===== src/rtl/ttni_source_fsm_if.sv =====
// Router local-port link plus message-buffer read port for the TTNI source.
// The master side is the packet source; the slave side is router plus buffer.
interface ttni_source_fsm_if #(
  parameter int VCHANNELS       = 1,
  parameter int FLIT_DATA_WIDTH = 32,
  parameter int FLIT_WIDTH      = 34,
  parameter int ADDR_WIDTH      = 12
);
  logic [FLIT_WIDTH-1:0]      flit;
  logic [VCHANNELS-1:0]       valid;
  logic [VCHANNELS-1:0]       ready;
  logic                       mem_rd_en;
  logic [ADDR_WIDTH-1:0]      mem_rd_addr;
  logic [FLIT_DATA_WIDTH-1:0] mem_rd_data;

  modport master (
    output flit, valid, mem_rd_en, mem_rd_addr,
    input  ready, mem_rd_data
  );

  modport slave (
    input  flit, valid, mem_rd_en, mem_rd_addr,
    output ready, mem_rd_data
  );
endinterface


===== src/rtl/ttni_source_fsm.sv =====
// TTNI gateway source: reads a message from the local buffer and injects it
// on VC0 as one packet (header, GTB timestamp, 0..MAX_MSG_LEN payload flits).
module ttni_source_fsm #(
  parameter int VCHANNELS       = 1,
  parameter int FLIT_DATA_WIDTH = 32,
  parameter int FLIT_TYPE_WIDTH = 2,
  parameter int FLIT_WIDTH      = FLIT_DATA_WIDTH + FLIT_TYPE_WIDTH,
  parameter int MAX_MSG_LEN     = 1024,
  parameter int ADDR_WIDTH      = 12,
  parameter int BASE_ADDR       = 40
) (
  input  logic                 clk,
  input  logic                 rst_source_n,
  input  logic                 tx_start,
  input  logic [4:0]           tx_dest,
  input  logic [15:0]          tx_len,
  input  logic [63:0]          GTB,
  ttni_source_fsm_if.master    bus,
  output logic                 tx_busy,
  output logic                 tx_done,
  output logic [31:0]          tx_count
);

  localparam int LEN_W = $clog2(MAX_MSG_LEN + 1);

  localparam logic [2:0] IDLE = 3'd0;
  localparam logic [2:0] HDR  = 3'd1;
  localparam logic [2:0] TS   = 3'd2;
  localparam logic [2:0] RD   = 3'd3;
  localparam logic [2:0] WAIT = 3'd4;
  localparam logic [2:0] PAY  = 3'd5;
  localparam logic [2:0] DONE = 3'd6;

  localparam logic [FLIT_TYPE_WIDTH-1:0] FT_HDR  = FLIT_TYPE_WIDTH'(1);
  localparam logic [FLIT_TYPE_WIDTH-1:0] FT_PAY  = FLIT_TYPE_WIDTH'(0);
  localparam logic [FLIT_TYPE_WIDTH-1:0] FT_LAST = FLIT_TYPE_WIDTH'(2);

  logic [2:0]       state_r;
  logic [LEN_W-1:0] len_r;
  logic [LEN_W-1:0] idx_r;
  logic [31:0]      ts_r;
  logic             last_r;
  logic [LEN_W-1:0] len_clamp_s;
  logic             xfer_s;
  logic             unused_gtb_s;

  function automatic logic [FLIT_WIDTH-1:0] make_flit(
    input logic [FLIT_TYPE_WIDTH-1:0] ftype,
    input logic [FLIT_DATA_WIDTH-1:0] data
  );
    return {ftype, data};
  endfunction

  // Only the low GTB word is carried in the timestamp flit.
  assign unused_gtb_s = ^GTB[63:32];
  assign xfer_s       = bus.valid[0] & bus.ready[0];

  // Oversized requests are truncated to the largest packet we can send.
  always_comb begin
    len_clamp_s = LEN_W'(0);
    if (tx_len > 16'(MAX_MSG_LEN)) begin
      len_clamp_s = LEN_W'(MAX_MSG_LEN);
    end else begin
      len_clamp_s = tx_len[LEN_W-1:0];
    end
  end

  // Packet sequencer: all outputs are driven from here as registers.
  always_ff @(posedge clk) begin
    if (!rst_source_n) begin
      state_r         <= IDLE;
      len_r           <= LEN_W'(0);
      idx_r           <= LEN_W'(0);
      ts_r            <= 32'd0;
      last_r          <= 1'b0;
      bus.flit        <= FLIT_WIDTH'(0);
      bus.valid       <= VCHANNELS'(0);
      bus.mem_rd_en   <= 1'b0;
      bus.mem_rd_addr <= ADDR_WIDTH'(0);
      tx_busy         <= 1'b0;
      tx_done         <= 1'b0;
      tx_count        <= 32'd0;
    end else begin
      tx_done <= 1'b0;
      case (state_r)
        IDLE: begin
          if (tx_start) begin
            len_r     <= len_clamp_s;
            ts_r      <= GTB[31:0];
            bus.flit  <= make_flit(FT_HDR, FLIT_DATA_WIDTH'(tx_dest));
            bus.valid <= VCHANNELS'(1);
            tx_busy   <= 1'b1;
            state_r   <= HDR;
          end
        end
        HDR: begin
          if (xfer_s) begin
            bus.flit <= make_flit((len_r == LEN_W'(0)) ? FT_LAST : FT_PAY, ts_r);
            state_r  <= TS;
          end
        end
        TS: begin
          if (xfer_s) begin
            bus.valid <= VCHANNELS'(0);
            if (len_r == LEN_W'(0)) begin
              state_r <= DONE;
            end else begin
              bus.mem_rd_en   <= 1'b1;
              bus.mem_rd_addr <= ADDR_WIDTH'(BASE_ADDR);
              idx_r           <= LEN_W'(0);
              state_r         <= RD;
            end
          end
        end
        RD: begin
          bus.mem_rd_en <= 1'b0;
          state_r       <= WAIT;
        end
        WAIT: begin
          last_r    <= (idx_r == len_r - LEN_W'(1));
          bus.flit  <= make_flit((idx_r == len_r - LEN_W'(1)) ? FT_LAST : FT_PAY,
                                 bus.mem_rd_data);
          bus.valid <= VCHANNELS'(1);
          state_r   <= PAY;
        end
        PAY: begin
          if (xfer_s) begin
            bus.valid <= VCHANNELS'(0);
            if (last_r) begin
              state_r <= DONE;
            end else begin
              idx_r           <= idx_r + LEN_W'(1);
              bus.mem_rd_en   <= 1'b1;
              bus.mem_rd_addr <= bus.mem_rd_addr + ADDR_WIDTH'(1);
              state_r         <= RD;
            end
          end
        end
        DONE: begin
          tx_done  <= 1'b1;
          tx_count <= tx_count + 32'd1;
          tx_busy  <= 1'b0;
          state_r  <= IDLE;
        end
        default: begin
          bus.valid     <= VCHANNELS'(0);
          bus.mem_rd_en <= 1'b0;
          tx_busy       <= 1'b0;
          state_r       <= IDLE;
        end
      endcase
    end
  end

endmodule


===== src/flat_wrapper.sv =====
// flat-port wrapper written by rule: the top's interface ports become plain ports
module ttni_source_fsm_flat 
#(
  parameter int VCHANNELS       = 1,
  parameter int FLIT_DATA_WIDTH = 32,
  parameter int FLIT_TYPE_WIDTH = 2,
  parameter int FLIT_WIDTH      = FLIT_DATA_WIDTH + FLIT_TYPE_WIDTH,
  parameter int MAX_MSG_LEN     = 1024,
  parameter int ADDR_WIDTH      = 12,
  parameter int BASE_ADDR       = 40
)
  (clk, rst_source_n, tx_start, tx_dest, tx_len, GTB, tx_busy, tx_done, tx_count, bus_flit, bus_valid, bus_mem_rd_en, bus_mem_rd_addr, bus_ready, bus_mem_rd_data);
  ttni_source_fsm_if #(.VCHANNELS(VCHANNELS), .FLIT_DATA_WIDTH(FLIT_DATA_WIDTH), .FLIT_WIDTH(FLIT_WIDTH), .ADDR_WIDTH(ADDR_WIDTH)) bus_i ();
  input  logic clk;
  input  logic rst_source_n;
  input  logic tx_start;
  input  logic [4:0] tx_dest;
  input  logic [15:0] tx_len;
  input  logic [63:0] GTB;
  output logic tx_busy;
  output logic tx_done;
  output logic [31:0] tx_count;
  output wire logic [$bits(bus_i.flit)-1:0] bus_flit;
  output wire logic [$bits(bus_i.valid)-1:0] bus_valid;
  output wire logic [$bits(bus_i.mem_rd_en)-1:0] bus_mem_rd_en;
  output wire logic [$bits(bus_i.mem_rd_addr)-1:0] bus_mem_rd_addr;
  input wire logic [$bits(bus_i.ready)-1:0] bus_ready;
  input wire logic [$bits(bus_i.mem_rd_data)-1:0] bus_mem_rd_data;
  assign bus_flit = bus_i.flit;
  assign bus_valid = bus_i.valid;
  assign bus_mem_rd_en = bus_i.mem_rd_en;
  assign bus_mem_rd_addr = bus_i.mem_rd_addr;
  assign bus_i.ready = bus_ready;
  assign bus_i.mem_rd_data = bus_mem_rd_data;
  ttni_source_fsm #(.VCHANNELS(VCHANNELS), .FLIT_DATA_WIDTH(FLIT_DATA_WIDTH), .FLIT_TYPE_WIDTH(FLIT_TYPE_WIDTH), .FLIT_WIDTH(FLIT_WIDTH), .MAX_MSG_LEN(MAX_MSG_LEN), .ADDR_WIDTH(ADDR_WIDTH), .BASE_ADDR(BASE_ADDR)) u_core (.clk(clk), .rst_source_n(rst_source_n), .tx_start(tx_start), .tx_dest(tx_dest), .tx_len(tx_len), .GTB(GTB), .bus(bus_i), .tx_busy(tx_busy), .tx_done(tx_done), .tx_count(tx_count));
endmodule

===== config.mk =====
export PLATFORM = sky130hd
export DESIGN_NAME = ttni_source_fsm_flat
export DESIGN_NICKNAME = d
export VERILOG_FILES = /design/src/rtl/ttni_source_fsm_if.sv /design/src/rtl/ttni_source_fsm.sv /design/src/flat_wrapper.sv
export SDC_FILE = /design/constraint.sdc
export NUM_CORES = 1
export LEC_CHECK = 0
export BUFFER_PORTS_ARGS = -buffer_cell sky130_fd_sc_hd__clkbuf_2
export CAP_MARGIN = 20
export CORE_ASPECT_RATIO = 0.75
export CORE_MARGIN = 2
export CORE_UTILIZATION = 45
export DETAILED_ROUTE_END_ITERATION = 6
export GPL_TIMING_DRIVEN = 1
export PLACE_DENSITY = 0.76
export SLEW_MARGIN = 30
export SYNTH_ARGS = -nofsm -noshare
export SYNTH_HDL_FRONTEND = slang
export SYNTH_SLANG_ARGS = --single-unit

===== constraint.sdc =====
create_clock -name clk -period 4.9 [get_ports clk]
set_clock_uncertainty 0.15 [all_clocks]
set_input_delay 0.49 -clock clk [delete_from_list [all_inputs] [get_ports clk]]
set_output_delay 0.49 -clock clk [all_outputs]
set_load 0.005 [all_outputs]

==> flow_metrics.py, run 1 <==
metrics = {
    "outcome": {
        "outcome": "finished, final reports clean",
    },
    "critical_path": {
        "endpoint_kind": "flop",
        "crit_start": "u_core.state_r[0]",
        "r2r-start": "u_core.state_r[0]",
        "critPathMaxFanout": 15,
        "critPathKind": "reg -> reg",
        "worstPathArrival_ns": 3.26,
        "start_kind": "flop",
        "cp_data_required_time_ns": 5.09,
    },
    "drt": {
        "routed_wl_mm": 15.87,
        "route.detailed.drc": 0,
        "first_pass_iters": 5,
        "detail_route.wl_per_cell_um": 14.81,
        "vias_per_cell": 5.344,
        "drt_iter0_drc": 420,
        "ant_nets": 0,
        "vias": 5729,
    },
    "synth": {
        "ys_seq_area_share_pct": 43.97,
        "syn_avg_cell_area_um2": 8.636,
        "synth_common_cells": "dfxtp_1, nand2_1, a21boi_0, clkbuf_1, a22oi_1",
        "synth_top_flop_cell": "dfxtp_1",
        "async_flop_share_pct": 0,
        "post-synth-top-count-cell": "dfxtp_1",
        "netlist_top_cells_area": "dfxtp_1, nand2_1, a21boi_0",
        "synth_cell_types": 46,
        "yosysWarnings": 0,
        "synth_top_cell_by_area": "dfxtp_1",
        "synth_nets": 864,
        "postSynthCellCount": 738,
        "synth_edf_count": 0,
        "synth_seq_cells": 140,
        "synth_top_area_share_pct": 43.97,
        "syn_area_um2": 6374,
    },
    "global_routing": {
        "first_global_vias": 5189,
        "antenna_found_initial": 0,
        "gr-usage-all-layers_pct": 21.16,
        "gr-total-overflow": 0,
        "grt_pass1_wl_mm": 25.90,
        "grt_max_degree": 128,
    },
    "sta": {
        "worstMarginPinSlew_ns": 0.8991,
        "fin_hold_ws_ns": 0.1638,
        "slew_headroom_pct": 39.93,
        "min_period_ns": 3.074,
        "fin_ws_ns": 1.826,
        "rsz0062_at_grt": "no",
        "finalCritPeriodShare_pct": 62.74,
        "tns_ns": 0,
        "final_max_slew_viol_count": 0,
        "hold_viol": 0,
        "setup-violations-final": 0,
        "fmax_mhz": 325.3,
    },
    "cells_and_area": {
        "fin_util_pct": 57.16,
        "num_antenna_cells": 0,
        "syn_to_final_growth_pct": 23.73,
        "fillers": 1301,
        "drive_above_1_share_pct": 24.19,
        "nets": 1010,
    },
    "hold_path": {
        "min-delay-start": "GTB[6]",
        "holdCritPathClass": "in -> reg",
    },
    "cts": {
        "clkLatencyLatePin_ns": 0.41,
        "cts-buffers-inserted": 17,
        "cts_root_buffer": "clkbuf_16",
        "htree_levels": 4,
        "tritoncts": "yes",
        "clock_sinks": 140,
        "cts_setup_buffers": 0,
        "cts_max_path_buffers": 2,
        "postCtsResizedCells": 0,
        "hold_buffers": 0,
        "path_clk_slew_ns": 0.06,
    },
    "pwr": {
        "p_leak_nw": 3.511,
        "pwr_density_cell_nw_per_um2": 354.2,
        "finalPower_w": 0.002793,
        "max-vdd-ir-drop_v": 0.0002178,
    },
    "die": {
        "initial_core_util_pct": 46.20,
        "core-area_um2": 13800,
        "die_h_um": 107.1,
        "fp.dieW_um": 141.4,
        "die-area_um2": 15140,
        "ios": 203,
        "num_rows": 37,
    },
    "flow_run": {
        "max-cap-violations": 0,
    },
    "placed_design": {
        "portBuffers": 170,
        "place_congestion": 0.8197,
        "dp_hpwl_mm": 10.43,
        "dpl_worst_slack_ns": 1.877,
    },
}
-- cell usage in the layout, fill, tap and decap left out, types with 24 or more instances in the layout --
cell type	count
clkbuf_2	169
dfxtp_1	140
nand2_1	133
a21boi_0	47
a22oi_1	43
xnor2_1	32
and2_1	31
nor2_1	27
o211a_1	27
o21ai_0	24
-- layout make-up --
type                    count  area, um^2  share of cell area (%)
well taps                 175       219.0                   2.776
inverters                   7       26.28                  0.3332
clock buffers              19       442.9                   5.616
multi-input cells         543        3405                   43.17
clock inverters            13       96.34                   1.222
repair buffers            175       894.6                   11.34
flip-flops and latches    140        2803                   35.54
-- metrics by stage --
stage	instances	cell area [um^2]
after floorplan	738	6374
after global placement	1040	7336
after detailed placement	1040	7340
after CTS	1072	7879
after global routing	1072	7886
final	1072	7886
-- kinds of logic after synthesis --
family	after synthesis	synth area share, %
buffers and inverters	55	3.259
xor gates and xnor gates	51	7.008
and+or+nand+nor	308	24.01
adders and majority gates	5	0.9815
muxes	1	0.1571
AOI/OAI and AO/OA	178	20.61
DFF	140	43.97
-- worst paths after layout --
kind	slack, ns	cells after the start	to
max reg2reg	1.83	6	u_core.bus.mem_rd_addr[11]
max	1.83	6	u_core.bus.mem_rd_addr[11]
min	0.16	3	u_core.ts_r[6]
min reg2reg	0.31	2	u_core.ts_r[31]
-- critical path, cell delays in order, from the launching register on --
cell and delay, ns:
dfxtp_1 0.62, nor2b_1 0.35, nand4b_1 0.36, o31a_1 0.40
or4_4 0.61, or3_1 0.36, a21oi_1 0.14
-- sequential cells by signal (all words and copies together), names as in the netlist, 3 cells and up --
register                flops
u_core.bus.flit            34
u_core.bus.mem_rd_addr     12
u_core.idx_r               11
u_core.len_r               11
u_core.state_r              3
u_core.ts_r                32
u_core.tx_count            32
-- per-layer routing --
metal | share of wire, % | global-route usage, % | up-vias
li1 | - | - | 2886
met1 | 47 | 29.61 | 2678
met2 | 45 | 31.69 | 156
met3 | 6.8 | 6.387 | 9
met4 | 0.59 | 5.786 | 0
met5 | 0 | 0 | -
-- power breakdown --
| group | internal (W) | total (W) | leakage, nW | switching [W] |
|---|---|---|---|---|
| Clock | 0.000660 | 0.00116 | 0.240 | 0.000501 |
| Sequential | 0.00121 | 0.00126 | 1.14 | 0.0000498 |
| Combinational | 0.000151 | 0.000367 | 2.13 | 0.000217 |
Power figures use the tool's default switching activity.
==> inputs of run 2 (changes only) <==
--- a/config.mk
+++ b/config.mk
@@ -5,6 +5,7 @@
 export SDC_FILE = /design/constraint.sdc
 export NUM_CORES = 1
 export LEC_CHECK = 0
+export ABC_AREA = 1
 export BUFFER_PORTS_ARGS = -buffer_cell sky130_fd_sc_hd__clkbuf_2
 export CAP_MARGIN = 20
 export CORE_ASPECT_RATIO = 0.75
@@ -12,7 +13,7 @@
 export CORE_UTILIZATION = 45
 export DETAILED_ROUTE_END_ITERATION = 6
 export GPL_TIMING_DRIVEN = 1
-export PLACE_DENSITY = 0.76
+export PLACE_DENSITY = 0.77
 export SLEW_MARGIN = 30
 export SYNTH_ARGS = -nofsm -noshare
 export SYNTH_HDL_FRONTEND = slang
==> constraint.sdc (replaced) <==
create_clock -name clk -period 2.5 [get_ports clk]
set_clock_uncertainty 0.15 [all_clocks]
set_input_delay 0.25 -clock clk [delete_from_list [all_inputs] [get_ports clk]]
set_output_delay 0.25 -clock clk [all_outputs]
set_load 0.005 [all_outputs]
==> run 2 against run 1 <==
Flip-flop and latch count did not move. Fmax rose by 37%. Worst setup slack got worse by 1.6 ns. Combinational power rose to 7.9 times the previous value. Worst hold slack got worse by 0.14 ns. Design area rose by 20%. Synthesized cell count rose by 43%. Highest routed layer unchanged.
==> flow_metrics.py, run 2 <==
metrics = {
    "global_routing": {
        "antenna_found_initial": 0,
        "grt_pass1_wl_mm": 34.58,
        "gr-total-overflow": 0,
        "grt_max_degree": 88,
        "gr-usage-all-layers_pct": 25.19,
        "first_global_vias": 7124,
    },
    "synth": {
        "synth_top_flop_cell": "dfxtp_1",
        "synth_seq_cells": 140,
        "synth_common_cells": "nand2_1, dfxtp_1, nor2_1, o21ai_0, inv_1",
        "synth_top_area_share_pct": 39.31,
        "syn_avg_cell_area_um2": 6.732,
        "postSynthCellCount": 1059,
        "yosysWarnings": 0,
        "synth_top_cell_by_area": "dfxtp_1",
        "post-synth-top-count-cell": "nand2_1",
        "async_flop_share_pct": 0,
        "synth_cell_types": 36,
        "ys_seq_area_share_pct": 39.31,
        "synth_edf_count": 0,
        "netlist_top_cells_area": "dfxtp_1, nand2_1, o21ai_0",
        "syn_area_um2": 7129,
        "synth_nets": 1185,
    },
    "sta": {
        "rsz0062_at_grt": "no",
        "worstMarginPinSlew_ns": 0.8536,
        "slew_headroom_pct": 43.09,
        "hold_viol": 0,
        "finalCritPeriodShare_pct": 89.77,
        "final_max_slew_viol_count": 0,
        "tns_ns": 0,
        "min_period_ns": 2.244,
        "fmax_mhz": 445.6,
        "setup-violations-final": 0,
        "fin_ws_ns": 0.2558,
    },
    "critical_path": {
        "critPathKind": "reg -> reg",
        "endpoint_kind": "flop",
        "cp_data_required_time_ns": 2.68,
        "start_kind": "flop",
        "critPathMaxFanout": 25,
        "worstPathArrival_ns": 2.43,
    },
    "cts": {
        "clock_sinks": 140,
        "cts-buffers-inserted": 17,
        "htree_levels": 4,
        "cts_setup_buffers": 0,
        "cts_root_buffer": "clkbuf_16",
        "path_clk_slew_ns": 0.06,
        "clkLatencyLatePin_ns": 0.42,
        "tritoncts": "yes",
        "cts_max_path_buffers": 2,
    },
    "die": {
        "initial_core_util_pct": 46.38,
        "num_rows": 39,
        "fp.dieW_um": 149.3,
        "die_h_um": 113.0,
        "die-area_um2": 16880,
        "core-area_um2": 15370,
        "ios": 203,
    },
    "cells_and_area": {
        "largest_reg_flops": 34,
        "largest_register": "u_core.bus.flit",
        "reg.largest.list": "u_core.bus.flit: 34 flops, u_core.ts_r: 32 flops, u_core.tx_count: 32 flops",
        "multiInputGateArea_um2": 3735,
        "num_antenna_cells": 0,
        "final_common_cell": "nand2_1",
        "layout_common_cells": "nand2_1, clkbuf_2, dfxtp_1",
        "fillers": 1375,
        "nets": 1417,
        "fin_util_pct": 61.51,
        "syn_to_final_growth_pct": 32.63,
        "regArea_um2": 2804,
        "drive_above_1_share_pct": 18.45,
    },
    "outcome": {
        "outcome": "finished, final reports clean",
    },
    "drt": {
        "first_pass_iters": 7,
        "route.detailed.drc": 0,
        "vias_per_cell": 5.195,
        "vias": 7823,
        "detail_route.wl_per_cell_um": 13.96,
        "routed_wl_mm": 21.02,
        "ant_nets": 0,
        "drt_iter0_drc": 586,
    },
    "placed_design": {
        "dpl_worst_slack_ns": 0.2055,
        "place_congestion": 0.8833,
        "dp_hpwl_mm": 13.77,
        "portBuffers": 170,
    },
    "pwr": {
        "max-vdd-ir-drop_v": 0.0006089,
        "pwr_density_cell_nw_per_um2": 895.5,
        "p_leak_nw": 3.845,
    },
    "hold_path": {
        "holdCritPathClass": "in -> reg",
    },
    "flow_run": {
        "max-cap-violations": 0,
    },
}
-- run 2: metal layers --
metal  wire [um]  GRT usage, %
met4         665         10.48
met5           0             0
met3        1384         5.565
met2        9324         39.17
met1        9643         33.89
-- run 2: area by class of cell --
type	instances	area share, %
sequential	140	29.65
tap	205	2.713
clock buffer	23	5.267
inverter	96	3.811
clock inverter	6	0.6616
multi-input combinational	774	39.50
timing repair buffer	262	18.39
-- run 2: metrics by stage --
step	cells	hold slack, ns	cell area [um^2]	power [W]
2_1_floorplan	1059	0.2349	7129	0.005062
3_3_place_gp	1398	0.2836	8103	0.005867
3_5_place_dp	1398	0.2867	8103	0.005939
4_1_cts	1506	0.01592	9454	0.008447
5_1_grt	1506	0.07397	9455	0.009048
6_report	1506	0.02386	9455	0.008468
-- run 2: path summary, 6_finish.rpt --
check                     from            endpoint  slack, ns  cells after the start
max reg2reg  u_core.state_r[1]  u_core.bus.flit[2]       0.26                      6
max          u_core.state_r[1]  u_core.bus.flit[2]       0.26                      6
min reg2reg    u_core.ts_r[30]     u_core.ts_r[30]       0.29                      2
min                    GTB[25]     u_core.ts_r[25]       0.02                      3
-- run 2: kinds of logic after synthesis --
kind of cell / Yosys count / synth area share, %
compound gates: 218 / 16.25
xor+xnor: 33 / 4.054
buf+inv: 145 / 8.406
flops: 140 / 39.31
simple gates: 518 / 31.10
fa+ha+maj: 5 / 0.8775
-- run 2: power breakdown --
part | leakage (nW) | total (W) | switching [W] | internal, W
combinational | 2.43 | 0.00291 | 0.00185 | 0.00106
sequential | 1.15 | 0.00316 | 0.000377 | 0.00278
clock | 0.269 | 0.00240 | 0.000924 | 0.00148
total | 3.84 | 0.00847 | 0.00315 | 0.00532
-- run 2: critical path, stage by stage, from the launching register on --
cell	delay (ns)
dfxtp_1	0.40
nor2_2	0.44
inv_1	0.18
a21oi_4	0.28
buf_4	0.31
o21ai_0	0.15
a41oi_1	0.25
-- run 2: what timing repair did --
item	CTS	global route
hold buffers	79	0
hold endpoints to repair	74	0
setup endpoints to repair	0	3
gates resized for setup	0	1
==> inputs of run 3 (changes only) <==
--- a/config.mk
+++ b/config.mk
@@ -13,7 +13,9 @@
 export CORE_UTILIZATION = 45
 export DETAILED_ROUTE_END_ITERATION = 6
 export GPL_TIMING_DRIVEN = 1
-export PLACE_DENSITY = 0.77
+export HOLD_SLACK_MARGIN = 0.05
+export PLACE_DENSITY = 0.83
+export RECOVER_POWER = 25
 export SLEW_MARGIN = 30
 export SYNTH_ARGS = -nofsm -noshare
 export SYNTH_HDL_FRONTEND = slang
==> run 3 against run 2 <==
Sequential share of layout area shrank 0.55 points. Non-clock buffer count up 5. Core utilization is 1.2 points higher. Via count increased by 1.1%. Count of clock-buffer cells in the layout is 5 lower. Flip-flop and latch count did not move. Design area grew 1.9%. First-iteration DRC count grew 15%. Global-route usage is 0.86 points higher. Sequential power about the same. Die area is the same. Worst setup slack got worse by 0.13 ns.
==> flow_metrics.py, run 3 (same netlist as run 2, synthesis figures left out) <==
metrics = {
    "outcome": {
        "outcome": "finished, final reports clean",
    },
    "sta": {
        "min_period_ns": 2.377,
        "fmax_mhz": 420.7,
        "rsz0062_at_grt": "no",
        "slew_headroom_pct": 40.88,
        "hold_viol": 0,
        "worstMarginPinSlew_ns": 0.8855,
        "finalCritPeriodShare_pct": 95.09,
        "final_max_slew_viol_count": 0,
        "tns_ns": 0,
        "setup-violations-final": 0,
        "fin_hold_ws_ns": 0.08507,
    },
    "die": {
        "die_h_um": 113.0,
        "fp.dieW_um": 149.3,
        "ios": 203,
        "die-area_um2": 16880,
        "initial_core_util_pct": 46.38,
        "core-area_um2": 15370,
        "num_rows": 39,
    },
    "cells_and_area": {
        "largest_reg_flops": 34,
        "final_common_cell": "nand2_1",
        "layout_common_cells": "nand2_1, clkbuf_2, dfxtp_1",
        "largest_register": "u_core.bus.flit",
        "fin_util_pct": 62.68,
        "syn_to_final_growth_pct": 35.14,
        "reg.largest.list": "u_core.bus.flit: 34 flops, u_core.ts_r: 32 flops, u_core.tx_count: 32 flops",
        "num_antenna_cells": 0,
        "nets": 1422,
        "drive_above_1_share_pct": 16.50,
        "design_area_um2": 9634,
    },
    "drt": {
        "ant_nets": 0,
        "first_pass_iters": 5,
        "drt_iter0_drc": 673,
        "vias_per_cell": 5.222,
        "route.detailed.drc": 0,
        "vias": 7906,
        "routed_wl_mm": 22.11,
        "detail_route.wl_per_cell_um": 14.60,
    },
    "critical_path": {
        "crit_buf_inv": 3,
        "start_kind": "flop",
        "path_common_cell": "buf_4",
        "max_stage_delay_ns": 0.61,
        "r2r.worst_path.cells": 6,
        "endpoint_kind": "flop",
        "cp_data_required_time_ns": 2.72,
        "path_depth": 6,
        "critPathTopFamily": "buffers and inverters",
        "critPathKind": "reg -> reg",
        "crit_path_top_delay_cell": "dlygate4sd3_1",
        "crit_chain": "buf_4, nor2_4, buf_4, nand3_1, a41oi_1, dlygate4sd3_1",
        "worstPathArrival_ns": 2.59,
        "critPathMaxFanout": 33,
    },
    "cts": {
        "cts-buffers-inserted": 17,
        "tritoncts": "yes",
        "clock_sinks": 140,
        "path_clk_slew_ns": 0.06,
        "cts_root_buffer": "clkbuf_16",
        "cts_max_path_buffers": 2,
        "clkLatencyLatePin_ns": 0.43,
        "htree_levels": 4,
    },
    "pwr": {
        "p_leak_nw": 3.852,
        "pwr_density_cell_nw_per_um2": 962.2,
        "max-vdd-ir-drop_v": 0.0006437,
    },
    "hold_path": {
        "whs_path_depth": 4,
        "holdCritPathClass": "in -> reg",
    },
    "placed_design": {
        "dpl-instance-area_um2": 8128,
        "portBuffers": 170,
        "dp_hpwl_mm": 13.80,
        "place_congestion": 0.9313,
    },
    "global_routing": {
        "antenna_found_initial": 0,
        "grt_max_degree": 82,
        "first_global_vias": 7227,
        "gr-total-overflow": 0,
        "gr-usage-all-layers_pct": 26.05,
        "grt_pass1_wl_mm": 35.26,
    },
    "flow_run": {
        "max-cap-violations": 0,
    },
}
run 3: cell count changes in the layout (fill, tap and decap cells not counted), sizes merged:
cell,previous run,this run
clkinv,2,1
clkinvlp,3,2
bufinv,1,5
buf,13,15
dlygate4sd3,79,81
clkbuf,193,189
inv,96,102
run 3: worst register-to-register path, cell delays in order, from the launching register on:
cell and delay [ns]:
dfxtp_1 0.32, buf_4 0.17, nor2_4 0.19, buf_4 0.39, nand3_1 0.18, a41oi_1 0.30
dlygate4sd3_1 0.61
run 3: metrics by stage:
step	cells	power, W	setup WS [ns]
after floorplan	1059	0.005062	0.7936
after global placement	1398	0.005885	0.4107
after detailed placement	1398	0.005964	0.3609
after CTS	1511	0.009013	0.1039
after global routing	1514	0.009827	0.05323
final	1514	0.009270	0.1229
run 3: layer usage:
layer	part of all wire (%)	up-vias	global-route usage, %
li1	-	3938	-
met1	45	3535	33.93
met2	44	365	40.21
met3	8.0	68	6.935
met4	3.5	0	12.44
met5	0	-	0
run 3: layout make-up:
class	instances	area, um^2
multi-input cells	774	3740
well taps	205	256.5
flip-flops and latches	140	2804
fillers	1352	5737
clock inverters	14	227.7
inverters	96	360.3
clock buffers	18	439.2
repair buffers	267	1807
run 3: worst paths after layout:
kind / endpoint / from / slack (ns)
setup / recovery: u_core.bus.flit[1] / u_core.state_r[0] / 0.12
hold / removal: u_core.state_r[1] / bus_ready / 0.09
setup reg to reg: u_core.bus.flit[1] / u_core.state_r[0] / 0.12
hold reg to reg: u_core.ts_r[20] / u_core.ts_r[20] / 0.30
run 3: power by group:
part | internal [W] | switching (W) | leakage, nW
clock | 0.00182 | 0.00106 | 0.322
sequential | 0.00278 | 0.000368 | 1.15
combinational | 0.00122 | 0.00202 | 2.38
run 3: repair_timing:
| item | 4_1_cts | 5_1_grt |
|---|---|---|
| hold endpoints to repair | 77 | 0 |
| setup endpoints to repair | 0 | 5 |
| hold buffers | 81 | 0 |
| gates resized for setup | 0 | 3 |
| buffers inserted | 0 | 1 |
